### config.mk
export PLATFORM = sky130hd
export DESIGN_NAME = fetch_queue
export DESIGN_NICKNAME = d
export VERILOG_FILES = /design/src/rtl/fetch_queue.sv
export SDC_FILE = /design/constraint.sdc
export NUM_CORES = 1
export LEC_CHECK = 0
export ABC_AREA = 1
export CAP_MARGIN = 10
export CORE_MARGIN = 2
export CORE_UTILIZATION = 52
export CTS_BUF_LIST = sky130_fd_sc_hd__clkbuf_2
export DETAILED_ROUTE_END_ITERATION = 10
export HOLD_SLACK_MARGIN = 0.06
export PLACE_DENSITY = 0.85
export SETUP_SLACK_MARGIN = 0.2
export SYNTH_ARGS = -nofsm -noshare
export SYNTH_HDL_FRONTEND = slang
export SYNTH_SLANG_ARGS = --single-unit
### constraint.sdc
create_clock -name clk -period 11.8 [get_ports clk]
set_clock_uncertainty 0.05 [all_clocks]
set_input_delay 3.54 -clock clk [delete_from_list [all_inputs] [get_ports clk]]
set_output_delay 3.54 -clock clk [all_outputs]
set_load 0.1 [all_outputs]
### src/rtl/fetch_queue.sv
// Instruction prefetch queue between the fetch PC / instruction memory and IF/ID.
// Optional statistics counters are built when FETCH_QUEUE_STATS_EN is defined.
module fetch_queue #(
    parameter int              DEPTH    = 4,
    parameter int              PC_W     = 64,
    parameter int              INST_W   = 32,
    parameter logic [PC_W-1:0] RESET_PC = {PC_W{1'b0}}
) (
    input  logic                     clk,
    input  logic                     reset,
    output logic [PC_W-1:0]          imem_addr,
    input  logic [INST_W-1:0]        imem_inst,
    input  logic                     redirect,
    input  logic [PC_W-1:0]          redirect_pc,
    input  logic                     deq_ready,
    output logic                     deq_valid,
    output logic [PC_W-1:0]          deq_pc,
    output logic [INST_W-1:0]        deq_inst,
    output logic [$clog2(DEPTH):0]   count,
    output logic [15:0]              flush_cnt,
    output logic [15:0]              full_cnt
);

    localparam int              PTR_W      = $clog2(DEPTH);
    localparam int              CNT_W      = PTR_W + 1;
    localparam logic [CNT_W-1:0] DEPTH_C   = CNT_W'(DEPTH);
    localparam logic [PC_W-1:0] PC_STEP    = PC_W'(3'd4);
    localparam logic [PC_W-1:0] ALIGN_MASK = ~(PC_W'(2'b11));

    logic [PC_W-1:0]   pc_mem_r   [DEPTH];
    logic [INST_W-1:0] inst_mem_r [DEPTH];
    logic [PTR_W-1:0]  rd_ptr_r;
    logic [PTR_W-1:0]  wr_ptr_r;
    logic [CNT_W-1:0]  count_r;
    logic [CNT_W-1:0]  count_next_s;
    logic [PC_W-1:0]   fetch_pc_r;
    logic              deq_valid_s;
    logic              deq_fire_s;
    logic              enq_fire_s;
    logic              full_s;

    assign deq_valid_s = (count_r != {CNT_W{1'b0}});
    assign full_s      = (count_r == DEPTH_C);
    assign deq_fire_s  = deq_valid_s & deq_ready;
    // A full queue may still accept a fetch when the head leaves in the same cycle.
    assign enq_fire_s  = ~redirect & (~full_s | deq_fire_s);

    assign imem_addr = fetch_pc_r;
    assign deq_valid = deq_valid_s;
    assign count     = count_r;

    // Head entry presentation; an empty queue reads as zero.
    always_comb begin
        deq_pc   = {PC_W{1'b0}};
        deq_inst = {INST_W{1'b0}};
        if (deq_valid_s) begin
            deq_pc   = pc_mem_r[rd_ptr_r];
            deq_inst = inst_mem_r[rd_ptr_r];
        end else begin
            deq_pc   = {PC_W{1'b0}};
            deq_inst = {INST_W{1'b0}};
        end
    end

    // Occupancy next-state from the enqueue/dequeue pair.
    always_comb begin
        count_next_s = count_r;
        case ({enq_fire_s, deq_fire_s})
            2'b10:   count_next_s = count_r + CNT_W'(1'b1);
            2'b01:   count_next_s = count_r - CNT_W'(1'b1);
            default: count_next_s = count_r;
        endcase
    end

    // Fetch PC, pointers and occupancy; redirect flushes and realigns the target.
    always_ff @(posedge clk) begin
        if (reset) begin
            fetch_pc_r <= RESET_PC;
            rd_ptr_r   <= {PTR_W{1'b0}};
            wr_ptr_r   <= {PTR_W{1'b0}};
            count_r    <= {CNT_W{1'b0}};
        end else if (redirect) begin
            fetch_pc_r <= redirect_pc & ALIGN_MASK;
            rd_ptr_r   <= {PTR_W{1'b0}};
            wr_ptr_r   <= {PTR_W{1'b0}};
            count_r    <= {CNT_W{1'b0}};
        end else begin
            if (enq_fire_s) begin
                fetch_pc_r <= fetch_pc_r + PC_STEP;
                wr_ptr_r   <= wr_ptr_r + PTR_W'(1'b1);
            end
            if (deq_fire_s) begin
                rd_ptr_r <= rd_ptr_r + PTR_W'(1'b1);
            end
            count_r <= count_next_s;
        end
    end

    // Entry storage written at the tail on each accepted fetch.
    always_ff @(posedge clk) begin
        if (reset) begin
            for (int i = 0; i < DEPTH; i++) begin
                pc_mem_r[i]   <= {PC_W{1'b0}};
                inst_mem_r[i] <= {INST_W{1'b0}};
            end
        end else if (enq_fire_s) begin
            pc_mem_r[wr_ptr_r]   <= fetch_pc_r;
            inst_mem_r[wr_ptr_r] <= imem_inst;
        end
    end

`ifdef FETCH_QUEUE_STATS_EN
    logic [15:0] flush_cnt_r;
    logic [15:0] full_cnt_r;

    // Saturating redirect and full-stall counters.
    always_ff @(posedge clk) begin
        if (reset) begin
            flush_cnt_r <= 16'h0000;
            full_cnt_r  <= 16'h0000;
        end else begin
            if (redirect && (flush_cnt_r != 16'hFFFF)) begin
                flush_cnt_r <= flush_cnt_r + 16'h0001;
            end
            if (full_s && !deq_fire_s && (full_cnt_r != 16'hFFFF)) begin
                full_cnt_r <= full_cnt_r + 16'h0001;
            end
        end
    end

    assign flush_cnt = flush_cnt_r;
    assign full_cnt  = full_cnt_r;
`else
    assign flush_cnt = 16'h0000;
    assign full_cnt  = 16'h0000;
`endif

endmodule

==> results by stage <==
STA:
- The final critical path time including I/O delays and setup is 8.62 ns.
- In this run the tightest slew margin relative to its limit is 25.5%.
- Setup repair after global routing left no endpoint under its margin.
- The final critical path takes up 73.0% of the cycle.
- The setup TNS after final layout is 0 ns.
- The post-route worst setup slack is about 3.2 ns.
- Setup violations remaining at the end of the flow were counted as 0.
- The maximum clock frequency is 116 MHz.
- At the pin with the least slew margin, the transition time is 1.12 ns.
- The number of endpoints with negative hold slack in the final report was 0.
- The number of pins with negative max-slew slack in the final report came to 0.

Yosys:
- The share of the synthesized area in the top cell type is 51.7%.
- In the post-synthesis netlist, the biggest area contributors are edfxtp_1, nor2_1, dfxtp_1.
- By area, the combinational part of the netlist is dominated by simple AND/OR/NAND/NOR gates.
- The synthesized netlist devotes 9.53% of its cell area to compound gates.
- The xor and xnor fraction of the mapped netlist area is 0.401%.
- Among all flip-flop cells after synthesis, the most frequent one is edfxtp_1.
- Of the total synthesized cell area, the portion taken by full adders, half adders and majority gates is 0.206%.
- Summed over all instances, the cell type with the most area after synthesis is edfxtp_1.
- The total of warnings raised by yosys is 0.
- The count of different cell masters after synthesis is 37.
- The post-synthesis async set-or-reset flop share is 0%.
- The simple logic cell fraction of the synthesized area is 23.4%.
- The portion of the post-synthesis area used by sequential elements is 58.2%.
- The library cell with the highest instance count after synthesis is nor2_1.
- The number of flops mapped to enable cells by yosys is 376.
- In this run the cell area of the synthesized design comes to around 22000 sq um.
- The synthesized design contains about 450 register bits.
- By count the netlist is led by nor2_1, edfxtp_1, nand2_1.
- The post-synthesis area per instance is 8.60 sq um.
- The cell count after synthesis came out at 2539.
- The multiplexer area fraction after synthesis is 0%.

Clocking:
- TritonCTS built the clock tree.
- The post-CTS resize count is 0.
- The number of sinks handled by clock tree synthesis is between 400 and 500.
- The number of setup buffers added after CTS is 0.
- The number of H-tree levels is 3.
- The number of buffers between clock root and the deepest sink is 3.
- The TritonCTS buffer count is 111.
- The clock slew seen by the registers of the worst setup and hold paths is 0.10 ns.
- For this design, the CTS-stage hold fixing added 0 buffers.
- Clock tree synthesis selected as its root buffer the cell clkbuf_2.
- At the later pin of the worst-skew pair, clock insertion delay measures 1.08 ns.

Pwr:
- Of the total power, registers draw 52.2%.
- IR analysis of the VDD net gives a maximum drop of 0.0709 mV.
- The share of power burned in the clock network is 30.9%.
- The fraction of power spent switching nets is 32.6%.
- The combinational group share of total power is 16.9%.
- In this run the power density over the cells is ~140 nW/um^2.
- Internal power comes to between 2 and 2.5 mW.
- The switching power of the nets is 1.15 mW.
- The sum of internal, switching and leakage power is 3.52 mW.
- The static leakage is 9.73 nW.

Setup path:
- The library cell contributing the largest single delay on the critical path is clkdlybuf4s50_1.
- The longest individual stage delay on the worst path is 1.19 ns.
- The worst reg-to-reg setup slack is 6.56 ns.
- Walking the worst path, the cells encountered are inv_4 -> buf_4 -> o21ai_0 -> a21oi_1 -> clkdlybuf4s50_1.
- The maximum fanout along the worst path is 116.
- STA classifies the critical path endpoint as an output pin.
- STA classifies the critical path startpoint as a flip-flop.
- The critical path class is flip-flop to output pin.
- STA puts the critical path data required time at about 8.2 ns.
- The critical path data arrival time is 5.03 ns.

Detailed routing:
- The number of remaining DRC errors is 0.
- The number of vias per cell after detailed routing is ~5.6.
- The routed layout has 19.2k vias.
- The count of TritonRoute iterations in the first routing pass is 6.
- Summed over all layers, the routed wires come to 67000 um.
- Dividing the detail-routed wire length by the instance count gives around 20 um.
- Once detail routing completed, the nets flagged for antenna violations numbered 0.
- For this block, the initial DRC count from the detailed router was around 2.1k.

Run status:
- The flow ran to the end, and the final reports show no timing, DRC or antenna violations.

Floorplan:
- The effective utilization at floorplan is a little over half.
- During I/O placement, the number of pins put on the boundary was between 200 and 300.
- The core outline area is 41700 sq um.
- The number of placement rows is 75.
- The die outline area is 43600 sq um.
- The die width is ~210 um.
- The height of the die is around 210 um.

GRT:
- The remaining global-route overflow is 0.
- The aggregate global-route resource usage is 30.1%.
- The via count of the first global-routing pass is 19.0k.
- The initial antenna violation count was 1.
- The pin count of the biggest net entering global routing is between 100 and 150.
- The first-pass GRT wire length is 101000 um.

Place:
- Before CTS, the worst setup slack after placement is 3.09 ns.
- Counting tap cells, the placed design contains a total of approximately 3.2k instances.
- The placer's final routability congestion estimate is 0.942.
- The wire-length estimate of the detail-placed layout is between 40000 and 50000 um.
- The quantity of I/O buffers inserted on ports is 257.

Finish:
- The area growth from synthesis to layout is 17.4%.
- The number of nets in the layout is around 2.9k.
- The post-route netlist has a little under a tenth of its cells at a drive strength greater than 1.
- The final cell count without fillers is ~3.4k.

Flow run:
- Max-cap violations in this run came to 0.

Hold path:
- The min-delay analysis places its worst path in the category flip-flop to flip-flop.
-- cell usage in the layout, fill, tap and decap left out, types with 3 or more instances in the layout --
cell / synthesis / routed
a21oi_1: 120 / 120
o21ai_1: 26 / 26
nor3_1: 7 / 7
nand3_1: 66 / 66
nand3_2: 4 / 4
nand2_1: 269 / 265
clkdlybuf4s50_1: 0 / 256
clkbuf_2: 0 / 164
bufinv_16: 0 / 4
nand3_4: 3 / 3
inv_1: 246 / 242
clkinv_1: 3 / 20
nor2_1: 838 / 837
nor2_2: 8 / 8
nor3_2: 3 / 3
xor2_1: 10 / 10
conb_1: 1 / 36
a31oi_1: 11 / 11
o21ai_0: 230 / 230
dfxtp_1: 71 / 69
inv_2: 8 / 11
clkinv_2: 0 / 7
nor2_4: 11 / 12
nand4_1: 19 / 19
nand2_2: 9 / 9
buf_4: 36 / 19
o211ai_1: 15 / 15
nand2_4: 3 / 7
edfxtp_1: 376 / 376
-- kinds of logic (layout without fill, tap and decap cells) --
family	count (synthesis)	count (layout)
buf+inv	428	726
simple gates	1246	1246
other cells	1	37
flops	447	447
fa+ha+maj	3	3
compound gates	404	404
xor+xnor	10	10
-- power by group through the flow --
stage | Clock [mW] | Combinational [mW] | Sequential (mW)
2_1_floorplan | 0 | 0.335 | 1.96
3_3_place_gp | 0 | 0.580 | 1.87
3_5_place_dp | 0 | 0.589 | 1.87
4_1_cts | 1.09 | 0.592 | 1.84
5_1_grt | 1.17 | 0.624 | 1.85
6_report | 1.09 | 0.594 | 1.84
-- cell type report --
type                       count  area (sq um)
multi-input combinational   1699          7510
clock buffer                 164           821
inverter                     257           971
clock inverter                29           223
sequential                   447         12700
antenna                        1          2.50
fill                        3485         16000
tap                          539           674
timing repair buffer         276          2710
-- metal layers --
metal	up-vias	routed length (um)	GRT usage, %
met2	1231	31700	49.8
met3	225	7130	6.52
met5	-	0	0
met1	8935	25200	37.3
li1	8760	-	-
met4	0	2950	15.9
-- worst max-delay path, delay by kind of cell (launching register included) --
kind,cells,cell delay [ns]
buf+inv,3,2.71
compound gates,2,0.57
flops,1,0.54
-- state kept, by name, indices dropped and copies added, names as in the netlist, named ones only --
signal	flops
wr_ptr_r	2
rd_ptr_r	2
pc_mem_r	248
count	3
imem_addr	62
inst_mem_r	128
-- final timing paths --
kind | from | end | depth (start not counted)
setup / recovery | flip-flop | deq_pc[49] | 5
hold / removal | rd_ptr_r[1] | rd_ptr_r[1] | 2
setup reg to reg | count[1] | inst_mem_r[1][31] | 7
hold reg to reg | rd_ptr_r[1] | rd_ptr_r[1] | 2
-- through the flow --
stage / hold WS, ns / cell area, sq um / utilization [%]
floorplan: 0.386 / 22000 / -
global placement: 0.390 / 24600 / 59.0
detailed placement: 0.400 / 24600 / 59.0
CTS: 0.422 / 25600 / 61.5
global route: 0.439 / 25600 / 61.5
finish: 0.422 / 25600 / 61.5
(Power assumes the default switching activity.)
